File: src/rtl/eth_pkg.sv
// Shared types and constants for the Ethernet framer.
package eth_pkg;

    // Framer FSM states
    typedef enum logic [2:0] {
        ST_IDLE    = 3'd0,
        ST_HDR     = 3'd1,
        ST_PAYLOAD = 3'd2,
        ST_PAD     = 3'd3,
        ST_DROP    = 3'd4
    } state_t;

    localparam int          ETH_HDR_BYTES   = 14;
    localparam int          VLAN_TAG_BYTES  = 4;
    localparam logic [15:0] TPID_VLAN       = 16'h8100;
    localparam logic [15:0] ETHERTYPE_IPV4  = 16'h0800;
    localparam int          MIN_FRAME_BYTES = 60;

    // Header length in bytes, with or without the 802.1Q tag
    function automatic int hdr_bytes(input int vlan_en);
        return ETH_HDR_BYTES + ((vlan_en != 0) ? VLAN_TAG_BYTES : 0);
    endfunction

    // Smallest payload that still yields a minimum-size frame (FCS excluded)
    function automatic int min_payload(input int vlan_en);
        return MIN_FRAME_BYTES - hdr_bytes(vlan_en);
    endfunction

endpackage

File: src/rtl/eth_hdr_gen.sv
// Selects header word i_idx from the latched header fields, MSB first.
module eth_hdr_gen
    import eth_pkg::*;
#(
    parameter int DATA_W  = 8,
    parameter int VLAN_EN = 0
) (
    input  logic [47:0]       i_dst,
    input  logic [47:0]       i_src,
    input  logic [15:0]       i_etype,
    input  logic [11:0]       i_vid,
    input  logic [4:0]        i_idx,
    output logic [DATA_W-1:0] o_word
);

    // Both layouts are left-aligned in a 144-bit vector so word k always
    // starts at bit 143 - k*DATA_W.
    localparam int HDR_MAX_BITS = (ETH_HDR_BYTES + VLAN_TAG_BYTES) * 8;
    localparam int SLOTS        = HDR_MAX_BITS / DATA_W;

    logic [HDR_MAX_BITS-1:0] w_hdr_vlan;
    logic [HDR_MAX_BITS-1:0] w_hdr_plain;
    logic [HDR_MAX_BITS-1:0] w_hdr;

    assign w_hdr_vlan  = {i_dst, i_src, TPID_VLAN, 4'h0, i_vid, i_etype};
    assign w_hdr_plain = {i_dst, i_src, i_etype, 32'h0000_0000};
    assign w_hdr       = (VLAN_EN != 0) ? w_hdr_vlan : w_hdr_plain;

    // Word multiplexer over every slot of the header vector
    always_comb begin
        o_word = '0;
        for (int k = 0; k < SLOTS; k++) begin
            o_word = (i_idx == 5'(k)) ? w_hdr[HDR_MAX_BITS-1-k*DATA_W -: DATA_W] : o_word;
        end
    end

endmodule

File: src/rtl/eth_framer.sv
// Ethernet framer: prepends an L2 header to a payload stream, pads short
// packets to the minimum frame size and truncates oversize packets.
module eth_framer
    import eth_pkg::*;
#(
    parameter int DATA_W      = 8,
    parameter int VLAN_EN     = 0,
    parameter int MAX_PAYLOAD = 1500
) (
    input  logic              clk,
    input  logic              rst,
    input  logic [47:0]       cfg_dst_mac,
    input  logic [47:0]       cfg_src_mac,
    input  logic [15:0]       cfg_ethertype,
    input  logic [11:0]       cfg_vid,
    input  logic [DATA_W-1:0] s_data,
    input  logic              s_valid,
    input  logic              s_last,
    output logic              s_ready,
    output logic [DATA_W-1:0] m_data,
    output logic              m_valid,
    output logic              m_last,
    input  logic              m_ready,
    output logic [31:0]       frame_cnt,
    output logic              err_oversize
);

    generate
        if (!(DATA_W == 8 || DATA_W == 16)) begin : g_bad_data_w
            $error("eth_framer: DATA_W must be 8 or 16");
        end
    endgenerate

    localparam int          HDR_WORDS    = hdr_bytes(VLAN_EN) * 8 / DATA_W;
    localparam logic [4:0]  LAST_HDR_IDX = 5'(HDR_WORDS - 1);
    localparam logic [10:0] BYTES_PER_W  = 11'(DATA_W / 8);
    localparam logic [10:0] MIN_PAY      = 11'(min_payload(VLAN_EN));
    localparam logic [10:0] MAX_PAY      = 11'(MAX_PAYLOAD);

    state_t             r_state;
    logic [47:0]        r_dst;
    logic [47:0]        r_src;
    logic [15:0]        r_etype;
    logic [11:0]        r_vid;
    logic [4:0]         r_hdr_idx;
    logic [10:0]        r_cnt;
    logic [31:0]        r_frame_cnt;
    logic               r_err;

    logic [DATA_W-1:0]  w_hdr_word;
    logic [10:0]        w_cnt_next;
    logic               w_s_ready;
    logic               w_m_valid;
    logic               w_m_last;
    logic [DATA_W-1:0]  w_m_data;
    logic               w_acc_in;
    logic               w_acc_out;

    eth_hdr_gen #(
        .DATA_W  (DATA_W),
        .VLAN_EN (VLAN_EN)
    ) u_hdr_gen (
        .i_dst   (r_dst),
        .i_src   (r_src),
        .i_etype (r_etype),
        .i_vid   (r_vid),
        .i_idx   (r_hdr_idx),
        .o_word  (w_hdr_word)
    );

    assign w_cnt_next = r_cnt + BYTES_PER_W;
    assign w_acc_in   = s_valid & w_s_ready;
    assign w_acc_out  = w_m_valid & m_ready;

    // Output steering per state; payload is a zero-latency pass-through
    always_comb begin
        w_s_ready = 1'b0;
        w_m_valid = 1'b0;
        w_m_last  = 1'b0;
        w_m_data  = '0;
        case (r_state)
            ST_HDR: begin
                w_m_valid = 1'b1;
                w_m_data  = w_hdr_word;
            end
            ST_PAYLOAD: begin
                w_m_valid = s_valid;
                w_m_data  = s_data;
                w_s_ready = m_ready;
                w_m_last  = s_valid & (s_last ? (w_cnt_next >= MIN_PAY)
                                              : (w_cnt_next >= MAX_PAY));
            end
            ST_PAD: begin
                w_m_valid = 1'b1;
                w_m_last  = (w_cnt_next >= MIN_PAY);
            end
            ST_DROP: begin
                w_s_ready = 1'b1;
            end
            default: begin
                w_s_ready = 1'b0;
            end
        endcase
    end

    assign s_ready      = w_s_ready;
    assign m_valid      = w_m_valid;
    assign m_last       = w_m_last;
    assign m_data       = w_m_data;
    assign frame_cnt    = r_frame_cnt;
    assign err_oversize = r_err;

    // Frame sequencing FSM, byte counter, cfg snapshot and frame counter
    always_ff @(posedge clk) begin
        if (rst) begin
            r_state     <= ST_IDLE;
            r_dst       <= 48'h0;
            r_src       <= 48'h0;
            r_etype     <= 16'h0;
            r_vid       <= 12'h0;
            r_hdr_idx   <= 5'd0;
            r_cnt       <= 11'd0;
            r_frame_cnt <= 32'd0;
            r_err       <= 1'b0;
        end else begin
            r_err <= 1'b0;
            if (w_acc_out && w_m_last) begin
                r_frame_cnt <= r_frame_cnt + 32'd1;
            end
            case (r_state)
                ST_IDLE: begin
                    if (s_valid) begin
                        // Snapshot cfg so mid-frame changes cannot leak in
                        r_dst     <= cfg_dst_mac;
                        r_src     <= cfg_src_mac;
                        r_etype   <= cfg_ethertype;
                        r_vid     <= cfg_vid;
                        r_hdr_idx <= 5'd0;
                        r_cnt     <= 11'd0;
                        r_state   <= ST_HDR;
                    end
                end
                ST_HDR: begin
                    if (m_ready) begin
                        r_hdr_idx <= r_hdr_idx + 5'd1;
                        if (r_hdr_idx == LAST_HDR_IDX) begin
                            r_state <= ST_PAYLOAD;
                        end
                    end
                end
                ST_PAYLOAD: begin
                    if (w_acc_in) begin
                        r_cnt <= w_cnt_next;
                        if (s_last) begin
                            r_state <= (w_cnt_next >= MIN_PAY) ? ST_IDLE : ST_PAD;
                        end else if (w_cnt_next >= MAX_PAY) begin
                            r_err   <= 1'b1;
                            r_state <= ST_DROP;
                        end
                    end
                end
                ST_PAD: begin
                    if (m_ready) begin
                        r_cnt <= w_cnt_next;
                        if (w_cnt_next >= MIN_PAY) begin
                            r_state <= ST_IDLE;
                        end
                    end
                end
                ST_DROP: begin
                    if (s_valid && s_last) begin
                        r_state <= ST_IDLE;
                    end
                end
                default: begin
                    r_state <= ST_IDLE;
                end
            endcase
        end
    end

endmodule

File: config.mk
export PLATFORM = sky130hd
export DESIGN_NAME = eth_framer
export DESIGN_NICKNAME = d
export VERILOG_FILES = /design/src/rtl/eth_pkg.sv /design/src/rtl/eth_hdr_gen.sv /design/src/rtl/eth_framer.sv
export SDC_FILE = /design/constraint.sdc
export NUM_CORES = 1
export LEC_CHECK = 0
export BUFFER_PORTS_ARGS = -buffer_cell sky130_fd_sc_hd__buf_2
export CORE_MARGIN = 2
export CORE_UTILIZATION = 35
export CTS_BUF_LIST = sky130_fd_sc_hd__clkbuf_2 sky130_fd_sc_hd__clkbuf_4 sky130_fd_sc_hd__clkbuf_8
export DETAILED_ROUTE_END_ITERATION = 6
export PLACE_DENSITY = 0.64
export SLEW_MARGIN = 30
export SYNTH_ARGS = -nofsm -noshare
export SYNTH_HDL_FRONTEND = slang
export SYNTH_SLANG_ARGS = --single-unit
File: constraint.sdc
create_clock -name clk -period 3.1 [get_ports clk]
set_input_delay 0.31 -clock clk [delete_from_list [all_inputs] [get_ports clk]]
set_output_delay 0.31 -clock clk [all_outputs]
set_load 0.02 [all_outputs]
==> results of run 1 <==
[cells in the final DEF (no fill, tap or decap), types with 4 or more instances in the layout]
cell / Yosys / final
nor2_1: 69 / 64
inv_1: 11 / 9
clkbuf_8: 0 / 18
dfxtp_2: 0 / 4
o211ai_1: 10 / 10
nor2_2: 1 / 4
nor2b_1: 7 / 4
and2_1: 8 / 5
o31ai_1: 5 / 4
ha_4: 0 / 5
o21ai_2: 0 / 5
inv_6: 0 / 4
a31oi_1: 6 / 4
inv_8: 0 / 4
dfxtp_4: 0 / 5
o2111ai_1: 8 / 8
a221oi_1: 14 / 10
o221ai_2: 0 / 4
a21oi_2: 1 / 7
xor2_1: 11 / 11
xnor2_1: 5 / 5
nand4_1: 9 / 9
buf_4: 2 / 41
nand2_1: 274 / 272
a221o_1: 7 / 7
a22oi_1: 5 / 4
a21oi_1: 173 / 167
and3_4: 0 / 4
buf_2: 7 / 160
o21ai_1: 0 / 9
o22ai_1: 8 / 8
o21ai_0: 48 / 34
nor3_1: 14 / 10
buf_6: 1 / 8
nand3_1: 31 / 30
dfxtp_1: 164 / 155
or3_1: 21 / 20
and3_1: 14 / 9
[worst register-to-register path, cell delays in order, from the launching register on]
cell	delay, ps
dfxtp_1	550
nand2_1	190
nor4_4	330
xor2_1	220
o2111ai_1	190
a21oi_2	220
buf_4	130
o211ai_1	300
or3_1	470
a21oi_1	140
[routing by layer]
metal	up-vias	track usage	wire length, um
met2	192	0.2989	11160
met5	-	0	0
li1	4053	-	-
met4	0	0.05071	289
met3	21	0.03811	1214
met1	3758	0.2667	10880
[stage by stage]
step / area, um2 / setup TNS [ps] / std cells / hold WS, ps / setup slack [ps]
2_1_floorplan: 7921 / 0 / 1067 / 431.2 / 417.6
3_3_place_gp: 9089 / 0 / 1472 / 437.8 / 72.38
3_5_place_dp: 9089 / 0 / 1472 / 443.5 / 44.54
4_1_cts: 9757 / -554.4 / 1508 / 32.59 / -113.2
5_1_grt: 10070 / -818.2 / 1517 / 39.40 / -187.5
6_report: 10070 / -142.1 / 1517 / 57.41 / -91.75
[registers in the layout, summed over array words and instances (netlist names)]
name          flops
frame_cnt        32
r_cnt            11
r_src            48
r_etype          16
r_dst            48
r_hdr_idx         5
err_oversize      1
r_state           3
[logic make-up (layout without fill, tap and decap cells)]
group / Yosys count / count (layout) / share of synthesized area
buffers and inverters: 90 / 255 / 0.04565
AOI/OAI and AO/OA: 311 / 311 / 0.2368
DFF: 164 / 164 / 0.4145
xor gates and xnor gates: 16 / 16 / 0.01769
adders and majority gates: 7 / 7 / 0.01106
muxes: 3 / 3 / 0.003949
and+or+nand+nor: 476 / 476 / 0.2704
[report_power, final]
| group | switching (mW) | total [mW] | internal (mW) |
|---|---|---|---|
| Combinational | 0.761 | 1.23 | 0.468 |
| Sequential | 0.142 | 2.44 | 2.30 |
| Clock | 0.926 | 1.79 | 0.863 |
| Total | 1.83 | 5.46 | 3.63 |
[path summary, 6_finish.rpt]
| check | start | end | slack (ps) |
|---|---|---|---|
| worst max-delay path | r_hdr_idx[0] | m_data[4] | -90 |
| worst min-delay path | cfg_src_mac[15] | r_src[15] | 60 |
| worst max register to register | r_cnt[5] | frame_cnt[13] | 290 |
| worst min register to register | r_src[33] | r_src[33] | 460 |
[layout make-up]
cell class	instances	area [um2]	area share
Clock buffer	18	247.7	0.02460
Clock inverter	14	210.2	0.02087
Inverter	11	43.79	0.004348
Multi-Input combinational cell	813	4648	0.4615
Sequential cell	164	3307	0.3283
Tap cell	285	356.6	0.03540
Timing Repair Buffer	212	1259	0.1250
[timing repair]
action / in CTS / in global routing
hold buffers: 0 / 0
pin swaps: 24 / 25
setup endpoints to repair: 9 / 25
cloned: 0 / 1
gates resized for setup: 63 / 63
setup buffers: 4 / 8
==> flow_metrics.py, run 1 <==
metrics = {
    "hold_path": {
        "min_path_type": "primary input to flop",
        "whs_path_depth": 3,
    },
    "critical_path": {
        "critPathMaxFanout": 7,
        "critical-path-top-delay-family": "compound AO/OA/AOI/OAI gates",
        "end_kind": "primary output",
        "worstSetupPathDepth": 12,
        "cpMostUsedCell": "buf_4",
        "worstPathCellList": "inv_4 > ha_4 > nor3b_2 > buf_4 > buf_4 > a221oi_4 > o21ai_2 > o211ai_1 > a211o_1 > nand4_1 > a22o_1 > buf_6",
        "r2r.worst_path.cells": 9,
        "path_class": "flop to primary output",
        "critPathBufInv": 4,
        "worstPathArrival_ps": 2880,
        "cp-start-kind": "flop",
        "required_ps": 2790,
        "crit_path_top_delay_cell": "dfxtp_4",
        "cpPeakStageDelay_ps": 420,
    },
    "yosys": {
        "syn_inst": 1067,
        "synthesis.nets": 1211,
        "synth.most_common_cell": "nand2_1",
        "synth.area.top_cells": "dfxtp_1, nand2_1, a21oi_1",
        "synth_commonest_cells": "nand2_1, a21oi_1, dfxtp_1",
        "synth_top_area_frac": 0.4145,
        "syn_avg_cell_area_um2": 7.424,
        "synthFlopType": "dfxtp_1",
        "synth_seq_area_share": 0.4145,
        "yosysUniqueCellTypes": 65,
        "synth_area_um2": 7921,
        "synth-seq-cells": 164,
        "synth_edf_count": 0,
        "ys.warnings.count": 0,
        "synthArstFlopShare": 0,
        "synth_top_cell_by_area": "dfxtp_1",
    },
    "finish": {
        "utilization": 0.4490,
        "syn2layout_area_growth_pct": 27.15,
        "drive_gt1_frac": 0.2646,
        "fill_cells": 2247,
        "antenna_cells": 0,
        "final_nets": 1363,
    },
    "timing": {
        "layout_setup_ws_ps": -91.75,
        "setup_viol": 3,
        "slew_violations": 0,
        "rsz0062_at_grt": "true",
        "relSlewSlack": 0.4393,
        "hold_violations": 0,
        "finalCritPeriodShare": 1.030,
        "period_minus_slack_ps": 3192,
        "fmax_mhz": 313.3,
        "clock_skew_ps": 14.78,
        "max_slew.worst_pin.slew_ps": 837.3,
    },
    "clock_network": {
        "cts_tree": "built",
        "path_clk_slew_ps": 100,
        "numCtsBuffers": 17,
        "cts_sinks": 164,
        "clock_latency_ps": 470,
        "htreeDepth": 4,
        "root_buffer": "clkbuf_8",
        "cts_buffer_depth": 2,
    },
    "floorplanning": {
        "rows": 55,
        "coreArea_um2": 22430,
        "die_y_um": 154.4,
        "dieArea_um2": 23850,
        "die_x_um": 154.4,
        "initial_core_util": 0.3531,
        "ioPinCount": 181,
    },
    "detailed_routing": {
        "vias": 8024,
        "routed_wl_mm": 23.55,
        "avgRoutedWirePerCell_um": 15.52,
        "drc": 0,
        "drt_iter0_drc": 490,
        "ant_nets": 0,
        "via_per_inst": 5.289,
        "dr.pass1.iters": 5,
    },
    "run_status": {
        "status": "complete, but fails checks",
        "failed_checks": "negative setup slack",
    },
    "placement": {
        "gp_congestion": 0.8550,
        "dp_hpwl_mm": 16.44,
        "portBuffers": 168,
    },
    "global_routing": {
        "grt_pass1_wl_mm": 36.85,
        "grt_max_degree": 76,
        "grt_pass1_vias": 7190,
        "antenna_found_initial": 0,
        "grt.total_usage": 0.1903,
        "grt-ovfl-total": 0,
    },
    "power": {
        "total_power_mw": 5.461,
        "pwr_density_cell_nw_per_um2": 542.2,
        "irDropWorstVdd_v": 0.0003162,
        "leakage_nw": 3.907,
    },
    "job": {
        "maxCapViolations": 0,
    },
}
No activity file was read; power rests on OpenSTA's default activity.
==> run 2: changes to the inputs <==
==> constraint.sdc (replaced) <==
create_clock -name clk -period 3.1 [get_ports clk]
set_input_delay 0.465 -clock clk [delete_from_list [all_inputs] [get_ports clk]]
set_output_delay 0.465 -clock clk [all_outputs]
set_load 0.02 [all_outputs]
==> run 2 against run 1 <==
  * The run still ends with negative setup slack left
  * Register-to-register slack lost 40 ps
  * Non-clock buffer count grew 15
  * Total power shrank 2.6%
  * Sequential share of layout area shrank 0.54 points
  * Critical path type unchanged
  * Critical endpoint is now m_data[1]
  * Largest power group unchanged
  * Highest routed layer unchanged
==> flow_metrics.py, run 2 (synthesis results as in run 1) <==
metrics = {
    "run_status": {
        "status": "complete, but fails checks",
        "failed_checks": "negative setup slack",
    },
    "clock_network": {
        "cts_tree": "built",
        "root_buffer": "clkbuf_8",
        "cts_buffer_depth": 2,
        "clock_latency_ps": 460,
        "numCtsBuffers": 17,
        "path_clk_slew_ps": 100,
        "htreeDepth": 4,
        "cts_sinks": 164,
    },
    "timing": {
        "finalCritPeriodShare": 1.076,
        "slew_violations": 0,
        "clock_skew_ps": 10.47,
        "rsz0062_at_grt": "true",
        "hold_violations": 0,
        "max_slew.worst_pin.slew_ps": 872.7,
        "fmax_mhz": 299.7,
        "period_minus_slack_ps": 3337,
        "relSlewSlack": 0.4156,
        "layout_setup_ws_ps": -236.9,
        "setup_viol": 7,
    },
    "power": {
        "combPwrFrac": 0.233,
        "p_int_mw": 3.573,
        "p_clk_frac": 0.308,
        "irDropWorstVdd_v": 0.0002209,
        "leakage_nw": 4.005,
        "switching_power_mw": 1.747,
        "seq_power_share": 0.459,
        "swShare": 0.3284,
        "pwr_density_cell_nw_per_um2": 518.4,
    },
    "floorplanning": {
        "initial_core_util": 0.3531,
        "die_x_um": 154.4,
        "die_y_um": 154.4,
        "ioPinCount": 181,
        "rows": 55,
        "dieArea_um2": 23850,
        "coreArea_um2": 22430,
    },
    "finish": {
        "final_cell_mix": "nand2_1, a21oi_1, buf_2",
        "final_cells": 1532,
        "syn2layout_area_growth_pct": 29.57,
        "final_nets": 1378,
        "layout_commonest_cell": "nand2_1",
        "antenna_cells": 0,
        "utilization": 0.4575,
        "drive_gt1_frac": 0.2863,
        "fill_cells": 2282,
        "fin_area_um2": 10260,
    },
    "detailed_routing": {
        "route.top_layer_used": "met4",
        "drc": 0,
        "ant_nets": 0,
        "dr.pass1.iters": 5,
        "drt_iter0_drc": 511,
        "wl_met2_mm": 11.21,
        "routed_wl_mm": 23.72,
        "avgRoutedWirePerCell_um": 15.48,
        "m1WireLength_mm": 10.89,
        "vias": 8244,
        "via_per_inst": 5.381,
        "wl_met3_mm": 1.316,
    },
    "critical_path": {
        "cpPeakStageDelay_ps": 390,
        "worstPathArrival_ps": 2870,
        "crit_path_top_delay_cell": "or3_4",
        "worstPathCellList": "or3_4 > nor3b_2 > buf_6 > a221oi_2 > nor3_2 > a221oi_2 > o211ai_1 > a21oi_1 > o31ai_1 > buf_4 > buf_6",
        "cp-start-kind": "flop",
        "end_kind": "primary output",
        "path_class": "flop to primary output",
        "rrSetupSlack_ps": 250,
        "required_ps": 2630,
        "r2r.worst_path.cells": 10,
        "critPathMaxFanout": 5,
    },
    "global_routing": {
        "grt_pass1_wl_mm": 36.87,
        "grt.total_usage": 0.1901,
        "antenna_found_initial": 0,
        "grt_pass1_vias": 7250,
        "grt-ovfl-total": 0,
        "grt_max_degree": 76,
    },
    "placement": {
        "portBuffers": 168,
        "dp_hpwl_mm": 16.49,
        "gp_congestion": 0.8574,
        "dpl_cell_area_um2": 9164,
        "dp_cells": 1482,
    },
    "job": {
        "maxCapViolations": 0,
    },
    "hold_path": {
        "whs_path_depth": 3,
        "min_path_type": "primary input to flop",
    },
}
-- run 2: layout make-up --
type | instances | area, um2 | share of cell area
multi-input combinational | 813 | 4731 | 0.4609
inverter | 11 | 43.79 | 0.004267
tap | 285 | 356.6 | 0.03474
timing repair buffer | 227 | 1404 | 0.1368
clock inverter | 11 | 137.6 | 0.01341
sequential | 164 | 3314 | 0.3229
clock buffer | 21 | 276.5 | 0.02694
-- run 2: path summary, 6_finish.rpt --
| path | startpoint | to |
|---|---|---|
| setup / recovery | r_hdr_idx[2] | m_data[1] |
| hold / removal | cfg_src_mac[27] | r_src[27] |
| setup reg to reg | r_cnt[1] | frame_cnt[31] |
| hold reg to reg | r_dst[45] | r_dst[45] |
-- run 2: worst max-delay path: cells and delay by family, from the launching register on --
kind,cells,cell delay (ps)
and+or+nand+nor,3,800
DFF,1,370
AOI/OAI and AO/OA,5,820
buffers and inverters,3,430
-- run 2: power groups by stage --
| stage | Combinational (mW) | Clock [mW] | Sequential (mW) |
|---|---|---|---|
| floorplan | 0.742 | 0 | 2.43 |
| global placement | 1.08 | 0 | 2.47 |
| detailed placement | 1.10 | 0 | 2.48 |
| CTS | 1.18 | 1.68 | 2.43 |
| global route | 1.37 | 1.77 | 2.47 |
| finish | 1.24 | 1.64 | 2.44 |
-- run 2: metal layers --
layer / track usage / up-vias
met3: 0.03586 / 28
met1: 0.2661 / 3888
met2: 0.3021 / 244
li1: - / 4084
met5: 0 / -
met4: 0.04850 / 0
-- run 2: per-stage QoR --
stage                     setup TNS (ps)  power, mW  setup WS [ps]  hold slack, ps
after floorplan                        0      3.170          262.6           431.2
after global placement            -3.770      3.559         -3.770           439.4
after detailed placement          -152.1      3.579         -56.41           443.4
after CTS                         -968.9      5.300         -231.6           208.3
after global routing               -1843      5.606         -369.5           209.7
final                             -934.1      5.320         -236.9           229.4
-- run 2: repair_timing --
item | CTS | global route
buffers inserted | 8 | 10
pin swaps | 23 | 38
gates cloned | 0 | 0
hold buffers | 0 | 0
gates resized for setup | 95 | 50
endpoints found under the setup margin | 9 | 18
